### src/rtl/game_overlord.sv
// game_overlord: round-control FSM for the torpedo game.
// Issues sprite reload pulses, launches the torpedo on a fire-key edge,
// scores target/torpedo overlap per frame and hands the round result to
// the end-of-game timer and mixer. All outputs are registered.
module game_overlord #(
    parameter int unsigned SCREEN_WIDTH  = 640,
    parameter int unsigned SCREEN_HEIGHT = 480,
    parameter int unsigned X_WIDTH       = 10,
    parameter int unsigned Y_WIDTH       = 10,
    parameter int unsigned MIN_OVERLAP   = 4,
    parameter int unsigned OVL_WIDTH     = 8
) (
    input  logic               clk,
    input  logic               reset,
    input  logic               key,
    input  logic               display_on,
    input  logic [X_WIDTH-1:0] pixel_x,
    input  logic [Y_WIDTH-1:0] pixel_y,
    input  logic               sprite_target_rgb_en,
    input  logic               sprite_torpedo_rgb_en,
    input  logic               sprite_target_out_of_screen,
    input  logic               sprite_torpedo_out_of_screen,
    input  logic               end_of_game_timer_running,
    output logic               sprite_target_write,
    output logic               sprite_torpedo_write,
    output logic               torpedo_launch,
    output logic               end_of_game_timer_start,
    output logic               game_won
);

    localparam logic [1:0] ST_START = 2'd0;
    localparam logic [1:0] ST_AIM   = 2'd1;
    localparam logic [1:0] ST_SHOOT = 2'd2;
    localparam logic [1:0] ST_END   = 2'd3;

    logic [1:0]           state;
    logic                 key_meta;
    logic                 key_sync;
    logic                 key_prev;
    logic                 key_edge;
    logic                 frame_end;
    logic                 overlap_px;
    logic [OVL_WIDTH-1:0] ovl_cnt;
    logic [OVL_WIDTH-1:0] ovl_next;
    logic                 hit;
    logic                 timer_seen;

    // Two-flop synchroniser for the asynchronous fire key plus edge history.
    always_ff @(posedge clk or negedge reset) begin
        if (!reset) begin
            key_meta <= 1'b0;
            key_sync <= 1'b0;
            key_prev <= 1'b0;
        end else begin
            key_meta <= key;
            key_sync <= key_meta;
            key_prev <= key_sync;
        end
    end

    assign key_edge   = key_sync & ~key_prev;
    assign frame_end  = display_on
                      && (pixel_x == X_WIDTH'(SCREEN_WIDTH - 1))
                      && (pixel_y == Y_WIDTH'(SCREEN_HEIGHT - 1));
    assign overlap_px = display_on & sprite_target_rgb_en & sprite_torpedo_rgb_en;

    // Saturating next count; includes the current pixel so the frame_end pixel scores.
    always_comb begin
        ovl_next = ovl_cnt;
        if (overlap_px && (ovl_cnt != '1)) begin
            ovl_next = ovl_cnt + OVL_WIDTH'(1);
        end
        hit = (ovl_next >= OVL_WIDTH'(MIN_OVERLAP));
    end

    // Overlap counter: accumulates only while the torpedo is in flight, restarts each frame.
    always_ff @(posedge clk or negedge reset) begin
        if (!reset) begin
            ovl_cnt <= '0;
        end else if ((state != ST_SHOOT) || frame_end) begin
            ovl_cnt <= '0;
        end else begin
            ovl_cnt <= ovl_next;
        end
    end

    // Round FSM with registered outputs; write/start strobes default low every cycle.
    always_ff @(posedge clk or negedge reset) begin
        if (!reset) begin
            state                   <= ST_START;
            sprite_target_write     <= 1'b0;
            sprite_torpedo_write    <= 1'b0;
            torpedo_launch          <= 1'b0;
            end_of_game_timer_start <= 1'b0;
            game_won                <= 1'b0;
            timer_seen              <= 1'b0;
        end else begin
            sprite_target_write     <= 1'b0;
            sprite_torpedo_write    <= 1'b0;
            end_of_game_timer_start <= 1'b0;
            case (state)
                ST_START: begin
                    sprite_target_write  <= 1'b1;
                    sprite_torpedo_write <= 1'b1;
                    torpedo_launch       <= 1'b0;
                    game_won             <= 1'b0;
                    timer_seen           <= 1'b0;
                    state                <= ST_AIM;
                end
                ST_AIM: begin
                    if (sprite_target_out_of_screen) begin
                        state <= ST_START;
                    end else if (key_edge) begin
                        sprite_torpedo_write <= 1'b1;
                        torpedo_launch       <= 1'b1;
                        state                <= ST_SHOOT;
                    end
                end
                ST_SHOOT: begin
                    if (frame_end) begin
                        if (hit) begin
                            game_won                <= 1'b1;
                            end_of_game_timer_start <= 1'b1;
                            torpedo_launch          <= 1'b0;
                            state                   <= ST_END;
                        end else if (sprite_torpedo_out_of_screen || sprite_target_out_of_screen) begin
                            game_won                <= 1'b0;
                            end_of_game_timer_start <= 1'b1;
                            torpedo_launch          <= 1'b0;
                            state                   <= ST_END;
                        end
                    end
                end
                ST_END: begin
                    if (end_of_game_timer_running) begin
                        timer_seen <= 1'b1;
                    end
                    if (timer_seen && !end_of_game_timer_running) begin
                        state <= ST_START;
                    end
                end
                default: state <= ST_START;
            endcase
        end
    end

endmodule

### config.mk
export PLATFORM = sky130hd
export DESIGN_NAME = game_overlord
export DESIGN_NICKNAME = d
export VERILOG_FILES = /design/src/rtl/game_overlord.sv
export SDC_FILE = /design/constraint.sdc
export NUM_CORES = 1
export LEC_CHECK = 0
export BUFFER_PORTS_ARGS = -buffer_cell sky130_fd_sc_hd__buf_4
export CAP_MARGIN = 30
export CORE_ASPECT_RATIO = 1.25
export CORE_MARGIN = 2
export CORE_UTILIZATION = 44
export CTS_CLUSTER_SIZE = 25
export DETAILED_ROUTE_END_ITERATION = 8
export GPL_TIMING_DRIVEN = 0
export MAX_ROUTING_LAYER = met4
export PLACE_DENSITY_LB_ADDON = 0.15
export SYNTH_ARGS = -nofsm -noshare
export SYNTH_HDL_FRONTEND = slang
export SYNTH_SLANG_ARGS = --single-unit
### constraint.sdc
create_clock -name clk -period 1.9 [get_ports clk]
set_input_delay 0.19 -clock clk [delete_from_list [all_inputs] [get_ports clk]]
set_output_delay 0.19 -clock clk [all_outputs]
set_load 0.03 [all_outputs]
==> reports/results.txt, run 1 <==
Final core area utilization = 69.2%
Bufs on Longest Clock Path = 2
Post-synth top area cell = dfrtp_1
Area Overhead vs Synth = 49.3%
# setup viols final = 0
Largest net degree at the start of global routing = 20
Final #Nets = 188
Fillers = 206
CP startpoint = ovl_cnt[4]
CP endpoint kind = register
Reg2reg path depth = 5
Final ANT Viol Nets = 0
Residual DRC = 0
Drt total wl = 2490 um
Grt ovf = 0
Post-DP Area = 1300 um2
Post-synth EDFFs = 0
Synth warn = 0
Sequential fraction of the synthesis area = 46.9%
Drt first pass iters = 4
Hold path startpoint = end_of_game_timer_running
Initial antenna violation count = 0
Share of the synthesized area in the top cell type = 46.9%
#FFs+latches synth = 19
CP max stage cell = dfrtp_1
Most flop-heavy register = ovl_cnt
First-pass GRT wire length = 4100 um
Worst Hold Class = input port to register
Final total power = 0.00115 W
Routed vias/inst = 5.24
Top Ports = 34
Clk_lat worst skew = 0.31 ns
Final Hold Vio Count = 0
Cts bufs inserted = 3
Post-route minimum period = 1.83 ns
Syn_nets = 138
Starting density of the core = 46.3%
Synthesized area = 1010 um2
Kind of critical path = register to register
GP Congestion = 0.773
Core area = 2190 um2
F_max = 546 MHz
Clk slew on worst S/H paths = 0.11 ns
Final HPWL DP = 1740 um
DR WL/cell = 13.2 um
Lkg Pwr = 0.700 nW
Number of global-route vias before repair = 1,028
Crit path DAT = 2.09 ns
Worst setup margin = 0.0678 ns
Post-route design area = 1510 um2
Minimum hold slack = 0.170 ns
Worst-Margin Slew = 0.465 ns
Most used flip-flop cell after synthesis = dfrtp_1
Vias = 986
Mean Syn Cell Area = 9.38 um2
DP Worst Slack = -0.178 ns
Crit share post-route = 96.4%
Synth async-reset ratio = 100%
Status = finished, final reports clean
Max Cap Viol = 0
Input/output buffers = 33
Max Used Layer = met4
TritonCTS clock tree = built
Cell with the most instances after synthesis = dfrtp_1
Critical Path RT = 2.15 ns
Top cells by area, synth = dfrtp_1, nand2_1, nor2_1, nor3_1, nand3_1
Cell Chain, Critical Path = nand2_1 -> nor3_4 -> mux2_4 -> o41ai_4 -> a32o_1
DR iter-0 viols = 10
Reg2reg start = ovl_cnt[4]
CP max stage delay = 0.44 ns
Cell Pwr Density = 759 nW/um2
H-tree depth = 1
Cells after synthesis = 108
CP Max Fanout = 4
Core Rows = 19
Min-Delay Path Depth = 3
Max reg flops = 8
Crit start category = register
Sink Count = 19
CTS root buf = clkbuf_4
Ant diodes = 0
Most frequent cells after synthesis = dfrtp_1, nand2_1, nor2_1
WL met3 = 54 um
Max IR drop VDD = 763 uV
Die Y = 57.7 um
Synth cell types = 35
Max_slew headroom = 68.6%
Die width = 46.9 um
DIE AREA = 2710 um2
Final setup skew = 0.00546 ns
Final slew viol count = 0
Global Route Usage Sum = 20.9%
Met1 wire length = 968 um
Met2 routed WL = 1410 um
Layout cells sized above 1 = 42.0%
per-stage QoR:
stage | setup TNS, ns | cells
finish | 0 | 188
global route | -0.0306 | 188
CTS | 0 | 180
detailed placement | -0.466 | 172
global placement | -0.219 | 172
floorplan | 0 | 108
cell families after synthesis:
family	count (synthesis)	synth area share (%)
mux	3	3.09
xor+xnor	4	3.46
fa+ha+maj	1	1.23
buf+inv	5	2.72
compound gates	19	13.3
flops	19	46.9
simple gates	57	29.3
what timing repair did:
action,in CTS,in global routing
gates resized for setup,6,11
cloned,0,0
buffers inserted,2,8
pin swaps,3,3
hold buffers,2,0
endpoints found under the hold margin,20,0
setup endpoints to repair,3,4
layer usage:
layer	GRT usage (%)	vias to the layer above
met5	-	-
met3	1.87	7
met4	8.33	0
met2	37.4	16
li1	-	495
met1	22.8	468
placed cells by master, fill, tap and decap left out, types with 2 or more instances in the layout:
master	Yosys	final
nor4_2	0	2
xor2_1	3	2
nand3_1	7	6
mux2i_1	2	2
dfrtp_1	19	15
clkbuf_4	0	3
dfrtp_2	0	4
nor2_1	13	13
nand2_1	13	13
nand4_1	2	2
a31oi_1	2	2
o21ai_0	4	4
buf_4	0	43
and3_2	3	3
dlygate4sd3_1	0	2
a21oi_1	4	4
nor3_1	8	7
o211ai_1	3	3
inv_1	3	3
final cells by class:
type	instances	area (um2)	area share [%]
Buffer	2	16.3	1.08
Clock buffer	3	22.5	1.49
Clock inverter	1	5.00	0.331
Inverter	3	11.3	0.744
Multi-Input combinational cell	84	596	39.4
Sequential cell	19	480	31.8
Tap cell	31	38.8	2.56
Timing Repair Buffer	45	343	22.7
path summary, 6_finish.rpt:
path / endpoint / slack, ns
min in group asynchronous: torpedo_launch / 0.27
max in group asynchronous: ovl_cnt[2] / 1.41
setup / recovery: torpedo_launch / 0.07
setup reg to reg: torpedo_launch / 0.07
hold reg to reg: key_sync / 0.37
hold / removal: register / 0.17
critical path: cells and delay by family, from the launching register on:
| family | cells | cell delay (ns) |
|---|---|---|
| and+or+nand+nor | 2 | 0.39 |
| muxes | 1 | 0.35 |
| DFF | 1 | 0.44 |
| AOI/OAI and AO/OA | 2 | 0.61 |
power breakdown:
part           total (W)  internal (W)  switching, W
registers       0.000531      0.000480     0.0000504
clock network   0.000206     0.0000787      0.000128
logic           0.000411      0.000174      0.000237
(Power assumes the default switching activity.)
==> inputs of run 2 (changes only) <==
--- a/config.mk
+++ b/config.mk
@@ -5,16 +5,18 @@
 export SDC_FILE = /design/constraint.sdc
 export NUM_CORES = 1
 export LEC_CHECK = 0
+export ABC_AREA = 1
 export BUFFER_PORTS_ARGS = -buffer_cell sky130_fd_sc_hd__buf_4
 export CAP_MARGIN = 30
 export CORE_ASPECT_RATIO = 1.25
 export CORE_MARGIN = 2
-export CORE_UTILIZATION = 44
+export CORE_UTILIZATION = 45
 export CTS_CLUSTER_SIZE = 25
 export DETAILED_ROUTE_END_ITERATION = 8
 export GPL_TIMING_DRIVEN = 0
 export MAX_ROUTING_LAYER = met4
 export PLACE_DENSITY_LB_ADDON = 0.15
+export SETUP_SLACK_MARGIN = 0.4
 export SYNTH_ARGS = -nofsm -noshare
 export SYNTH_HDL_FRONTEND = slang
 export SYNTH_SLANG_ARGS = --single-unit
==> reports/results.txt, run 2 <==
Cell Pwr Density = 777 nW/um2 (was 759 nW/um2)
Internal power = 0.000716 W (was 0.000733 W)
Bufs on Longest Clock Path = 2 (unchanged)
Most flop-heavy register = ovl_cnt (unchanged)
Synthesized area = 1090 um2 (was 1010 um2)
Post-synth EDFFs = 0 (unchanged)
Mean Syn Cell Area = 7.59 um2 (was 9.38 um2)
CP Capture Point = game_won (was torpedo_launch)
Sw Share = 37.1% (was 36.2%)
Most frequent cells after synthesis = nand2_1, dfrtp_1, inv_1, nor2_1, nand3_1 (was dfrtp_1, nand2_1, nor2_1)
Synth Area in XOR/XNOR = 0% (was 3.46%)
Global Route Usage Sum = 19.5% (was 20.9%)
Reg power frac = 45.0% (was 46.2%)
F_max = 596 MHz (was 546 MHz)
CP Max Fanout = 5 (was 4)
Commonest non-fill, non-tap cells in the layout = buf_4, nand2_1, dfrtp_1 (was buf_4, dfrtp_1, nor2_1, nand2_1, nor3_1)
Clk slew on worst S/H paths = 0.11 ns (about the same)
Max IR drop VDD = 871 uV (was 763 uV)
Worst-Margin Slew = 0.333 ns (was 0.465 ns)
Die width = 47.9 um (was 46.9 um)
Clock share of power = 17.8% (was 18.0%)
Largest family of logic cells by synthesized area = simple AND/OR/NAND/NOR gates (unchanged)
Worst setup margin = 0.223 ns (was 0.0678 ns)
Initial antenna violation count = 0 (unchanged)
#FFs+latches synth = 19 (unchanged)
H-tree depth = 1 (unchanged)
First-pass GRT wire length = 3870 um (was 4100 um)
Grt ovf = 0 (unchanged)
Largest net degree at the start of global routing = 20 (unchanged)
Combinational power share = 37.2% (was 35.8%)
Syn_nets = 173 (was 138)
Most common cell after layout, fill and taps aside = buf_4 (unchanged)
Core area = 2230 um2 (was 2190 um2)
Sum Neg Setup Slack = 0 ns (unchanged)
Vias = 1,038 (was 986)
DP Worst Slack = 0.127 ns (was -0.178 ns)
Most used flip-flop cell after synthesis = dfrtp_1 (unchanged)
Number of global-route vias before repair = 1,000 (was 1,028)
Lkg Pwr = 0.746 nW (was 0.700 nW)
Top Ports = 34 (unchanged)
Layout cells sized above 1 = 34.6% (was 42.0%)
Final setup skew = 0.00616 ns (was 0.00546 ns)
Die Y = 58.9 um (was 57.7 um)
Synth Area in Compound Gates = 6.34% (was 13.3%)
DIE AREA = 2820 um2 (was 2710 um2)
Max Cap Viol = 0 (unchanged)
DR iter-0 viols = 12 (was 10)
Worst Hold Class = input port to register (unchanged)
Sequential fraction of the synthesis area = 43.8% (was 46.9%)
Reg2reg path depth = 13 (was 5)
Critical R2R Capture = game_won (was torpedo_launch)
Final ANT Viol Nets = 0 (unchanged)
Final slew viol count = 0 (unchanged)
CP startpoint = ovl_cnt[0] (was ovl_cnt[4])
Simple-gate share of the synthesized area = 41.4% (was 29.3%)
Final Hold Vio Count = 0 (unchanged)
DR WL/cell = 10.6 um (was 13.2 um)
Cell with the most instances after synthesis = nand2_1 (was dfrtp_1)
Synth async-reset ratio = 100% (unchanged)
Status = finished, final reports clean (unchanged)
Final #Nets = 216 (was 188)
CTS root buf = clkbuf_4 (unchanged)
# setup viols final = 0 (unchanged)
Post-synth top area cell = dfrtp_1 (unchanged)
Cells after synthesis = 143 (was 108)
Sink Count = 19 (unchanged)
Critical Path RT = 2.12 ns (was 2.15 ns)
Area Overhead vs Synth = 34.9% (was 49.3%)
Ant diodes = 0 (unchanged)
Core Rows = 19 (unchanged)
Reg-to-reg slack, setup = 0.22 ns (was 0.07 ns)
Crit start category = register (unchanged)
Max reg flops = 8 (unchanged)
Adder-Cell Fraction of Synth Area = 1.15% (was 1.23%)
Synth cell types = 22 (was 35)
CP endpoint kind = register (unchanged)
Final HPWL DP = 1870 um (was 1740 um)
Clk_lat worst skew = 0.30 ns (was 0.31 ns)
TritonCTS clock tree = built (unchanged)
Drt first pass iters = 5 (was 4)
Mux cell area share after synthesis = 0% (was 3.09%)
Routed vias/inst = 4.81 (was 5.24)
Crit path DAT = 1.90 ns (was 2.09 ns)
Crit share post-route = 88.3% (was 96.4%)
Input/output buffers = 33 (unchanged)
Top cells by area, synth = dfrtp_1, nand2_1, nand3_1, inv_1, nor2_1 (was dfrtp_1, nand2_1, nor2_1, nor3_1, nand3_1)
Synth warn = 0 (unchanged)
Residual DRC = 0 (unchanged)
Kind of critical path = register to register (unchanged)
Drt total wl = 2290 um (was 2490 um)
RSZ-0062 raised after global routing = true
Max_slew headroom = 77.8% (was 68.6%)
Share of the synthesized area in the top cell type = 43.8% (was 46.9%)
Post-route minimum period = 1.68 ns (was 1.83 ns)
GP Congestion = 0.712 (was 0.773)
Starting density of the core = 48.6% (was 46.3%)
Switching Power = 0.000422 W (was 0.000415 W)
Reg2reg start = ovl_cnt[0] (was ovl_cnt[4])
Cts bufs inserted = 3 (unchanged)
==> run 2: cell type report <==
class | count | area [um2]
multi-input cells | 103 | 553
well taps | 31 | 38.8
clock inverters | 1 | 5.00
clock buffers | 3 | 22.5
inverters | 19 | 71.3
repair buffers | 38 | 290
flip-flops and latches | 19 | 475
fillers | 212 | 769
plain buffers | 2 | 8.76
==> run 2: cell families after synthesis <==
group                    after synthesis
AND/OR/NAND/NOR                       90
adder cells (fa/ha/maj)                1
flip-flops                            19
AO/OA/AOI/OAI                         12
buffers and inverters                 21
==> run 2: timing repair <==
action                                  CTS  global route
buffers inserted                          3             0
hold endpoints to repair                 20             0
hold buffers                              2             0
gates resized for setup                   2             1
pin swaps                                 0             3
endpoints found under the setup margin    5             5
==> run 2: per-layer routing <==
layer	track usage (%)	wire, um	vias up
li1	-	-	549
met5	-	0	-
met4	6.18	27	0
met2	35.6	1290	10
met3	2.76	38	4
met1	20.3	930	475
==> run 2: critical path: stages (launching register included) <==
cell     delay, ns
dfrtp_1       0.37
ha_2          0.21
nand2_4       0.08
nor2_4        0.10
nand2_4       0.08
nand2_4       0.08
inv_2         0.05
nand2_2       0.07
nand3_2       0.08
nor2_4        0.10
nand4_2       0.11
nand3_2       0.13
nand2_1       0.05
o21ai_0       0.07
==> run 2: through the flow <==
step | std cells | utilization (%) | total power (W) | instance area, um2 | hold WS, ns
after floorplan | 143 | - | 0.000788 | 1100 | -0.106
after global placement | 207 | 62.1 | 0.000929 | 1390 | 0.0704
after detailed placement | 207 | 62.1 | 0.000943 | 1390 | 0.0748
after CTS | 216 | 65.5 | 0.00115 | 1460 | 0.137
after global routing | 216 | 65.6 | 0.00122 | 1470 | 0.158
final | 216 | 65.6 | 0.00114 | 1470 | 0.141
==> run 2: worst min path at each step <==
stage                                       from                          to  slack, ns  cells after the start
floorplan                                  reset  asynchronous set/reset pin      -0.11                      0
global placement                           reset                    key_meta       0.07                      1
detailed placement                         reset                    key_sync       0.07                      1
CTS                 sprite_torpedo_out_of_screen     end_of_game_timer_start       0.14                      3
global route           end_of_game_timer_running                  timer_seen       0.16                      3
finish                 end_of_game_timer_running                  timer_seen       0.14                      3
==> run 2: power by group through the flow <==
| stage | Combinational, W | Clock (W) | Sequential [W] |
|---|---|---|---|
| after global placement | 0.000411 | 0 | 0.000519 |
| after floorplan | 0.000209 | 0 | 0.000579 |
| after global routing | 0.000476 | 0.000221 | 0.000521 |
| final | 0.000423 | 0.000203 | 0.000512 |
| after detailed placement | 0.000422 | 0 | 0.000521 |
| after CTS | 0.000428 | 0.000210 | 0.000513 |
==> inputs of run 3 (changes only) <==
--- a/config.mk
+++ b/config.mk
@@ -16,7 +16,6 @@
 export GPL_TIMING_DRIVEN = 0
 export MAX_ROUTING_LAYER = met4
 export PLACE_DENSITY_LB_ADDON = 0.15
-export SETUP_SLACK_MARGIN = 0.4
 export SYNTH_ARGS = -nofsm -noshare
 export SYNTH_HDL_FRONTEND = slang
 export SYNTH_SLANG_ARGS = --single-unit
==> reports/results.txt, run 3 (synthesized netlist as in run 2, its figures left out) <==
CP endpoint kind = register (unchanged)
Ant diodes = 0 (unchanged)
F_max = 582 MHz (was 596 MHz)
Fillers = 223 (was 212)
Sink Count = 19 (unchanged)
Cell Pwr Density = 784 nW/um2 (was 777 nW/um2)
DR WL/cell = 11.1 um (was 10.6 um)
Finished Layout Cells = 215 (was 216)
Core Rows = 19 (unchanged)
Max Cap Viol = 0 (unchanged)
Post-route minimum period = 1.72 ns (was 1.68 ns)
Max reg flops = 8 (unchanged)
Sw Share = 36.7% (was 37.1%)
Drt first pass iters = 5 (unchanged)
Initial antenna violation count = 0 (unchanged)
Kind of critical path = register to register (unchanged)
Crit start category = register (unchanged)
Top Ports = 34 (unchanged)
Max IR drop VDD = 746 uV (was 871 uV)
Commonest non-fill, non-tap cells in the layout = nand2_1, buf_4, dfrtp_1 (was buf_4, nand2_1, dfrtp_1)
Critical Path RT = 2.10 ns (was 2.12 ns)
First-pass GRT wire length = 4160 um (was 3870 um)
Cts bufs inserted = 3 (unchanged)
Combinational power share = 37.2% (about the same)
Vias = 1,065 (was 1,038)
Clk_lat worst skew = 0.29 ns (was 0.30 ns)
Crit share post-route = 90.5% (was 88.3%)
Final Hold Vio Count = 0 (unchanged)
Routed vias/inst = 4.95 (was 4.81)
Final #Nets = 215 (was 216)
Status = finished, final reports clean (unchanged)
Final core area utilization = 64.8% (was 65.6%)
Switching Power = 0.000416 W (was 0.000422 W)
Clock share of power = 17.3% (was 17.8%)
Global Route Usage Sum = 20.4% (was 19.5%)
Internal power = 0.000719 W (was 0.000716 W)
Final ANT Viol Nets = 0 (unchanged)
Worst-Margin Slew = 0.341 ns (was 0.333 ns)
Final slew viol count = 0 (unchanged)
# setup viols final = 0 (unchanged)
Largest net degree at the start of global routing = 20 (unchanged)
Area Overhead vs Synth = 33.4% (was 34.9%)
DR iter-0 viols = 35 (was 12)
Placed cells = 207 (unchanged)
Most flop-heavy register = ovl_cnt (unchanged)
Grt ovf = 0 (unchanged)
Number of global-route vias before repair = 1,045 (was 1,000)
Drt total wl = 2380 um (was 2290 um)
Lkg Pwr = 0.723 nW (was 0.746 nW)
Layout cells sized above 1 = 33.2% (was 34.6%)
Bufs on Longest Clock Path = 2 (unchanged)
Max_slew headroom = 77.3% (was 77.8%)
Final HPWL DP = 1950 um (was 1870 um)
Starting density of the core = 48.6% (unchanged)
GP Congestion = 0.691 (was 0.712)
Sum Neg Setup Slack = 0 ns (unchanged)
Die Y = 58.9 um (unchanged)
Clk slew on worst S/H paths = 0.10 ns (was 0.11 ns)
Die width = 47.9 um (unchanged)
Core area = 2230 um2 (unchanged)
Input/output buffers = 33 (unchanged)
TritonCTS clock tree = built (unchanged)
Crit path DAT = 1.92 ns (was 1.90 ns)
H-tree depth = 1 (unchanged)
DIE AREA = 2820 um2 (unchanged)
CP Max Fanout = 5 (unchanged)
CTS root buf = clkbuf_4 (unchanged)
Worst Hold Class = input port to register (unchanged)
Final setup skew = 0.00272 ns (was 0.00616 ns)
Reg power frac = 45.4% (was 45.0%)
Residual DRC = 0 (unchanged)
[run 3: cell count changes in the layout (fill, tap and decap cells not counted), sizes merged]
cell	change
clkbuf	+1
clkinv	-1
buf	-1
[run 3: per-stage QoR]
stage,total power [W],setup slack (ns),area [um2],hold WS (ns)
floorplan,0.000788,0.278,1090,-0.106
global placement,0.000930,0.118,1370,0.0699
detailed placement,0.000947,0.0743,1370,0.0762
CTS,0.00115,0.0641,1420,0.153
global route,0.00122,-0.00303,1450,0.168
finish,0.00114,0.180,1450,0.160
[run 3: worst max-delay path, stage by stage, from the launching register on]
cell,delay (ns)
dfrtp_1,0.39
ha_2,0.20
nand2_2,0.10
nor2_4,0.12
nand2_4,0.08
nand2_4,0.09
nand2_2,0.05
nand2_2,0.08
nand2_2,0.06
nor2_4,0.11
nand4_2,0.11
nand3_1,0.10
nand2_1,0.05
nand2_1,0.05
inv_1,0.04
[run 3: power by group through the flow]
stage | logic [W] | registers [W] | clock network (W)
finish | 0.000423 | 0.000516 | 0.000197
global route | 0.000479 | 0.000525 | 0.000219
CTS | 0.000427 | 0.000516 | 0.000205
detailed placement | 0.000423 | 0.000524 | 0
global placement | 0.000411 | 0.000520 | 0
floorplan | 0.000209 | 0.000579 | 0
[run 3: layer usage]
| layer | vias up | part of all wire (%) | global-route usage, % | wire length (um) |
|---|---|---|---|---|
| met4 | 0 | 1.2 | 6.56 | 28 |
| li1 | 548 | - | - | - |
| met1 | 492 | 40 | 22.4 | 956 |
| met2 | 21 | 56 | 36.8 | 1340 |
| met5 | - | 0 | - | 0 |
| met3 | 4 | 2.3 | 2.15 | 54 |
[run 3: worst paths after layout]
path | endpoint | startpoint | cells past startpoint | slack [ns]
max | torpedo_launch | ovl_cnt[0] | 14 | 0.18
min | end_of_game_timer_start | sprite_torpedo_out_of_screen | 3 | 0.16
max reg2reg | torpedo_launch | ovl_cnt[0] | 14 | 0.18
min reg2reg | key_sync | key_meta | 0 | 0.38
max in group asynchronous | ovl_cnt[0] | reset | 2 | 1.40
min in group asynchronous | timer_seen | reset | 2 | 0.31
[run 3: what timing repair did]
| item | 4_1_cts | 5_1_grt |
|---|---|---|
| hold buffers | 2 | 0 |
| endpoints found under the setup margin | 0 | 5 |
| resized for setup | 0 | 5 |
| endpoints found under the hold margin | 20 | 0 |
| setup buffers | 0 | 2 |
[run 3: layout make-up]
cell class | count | area, um2 | share of cell area (%)
multi-input cells | 103 | 546 | 37.7
inverters | 19 | 71.3 | 4.92
clock buffers | 4 | 26.3 | 1.81
plain buffers | 2 | 8.76 | 0.604
flip-flops and latches | 19 | 475 | 32.8
well taps | 31 | 38.8 | 2.68
repair buffers | 37 | 283 | 19.5
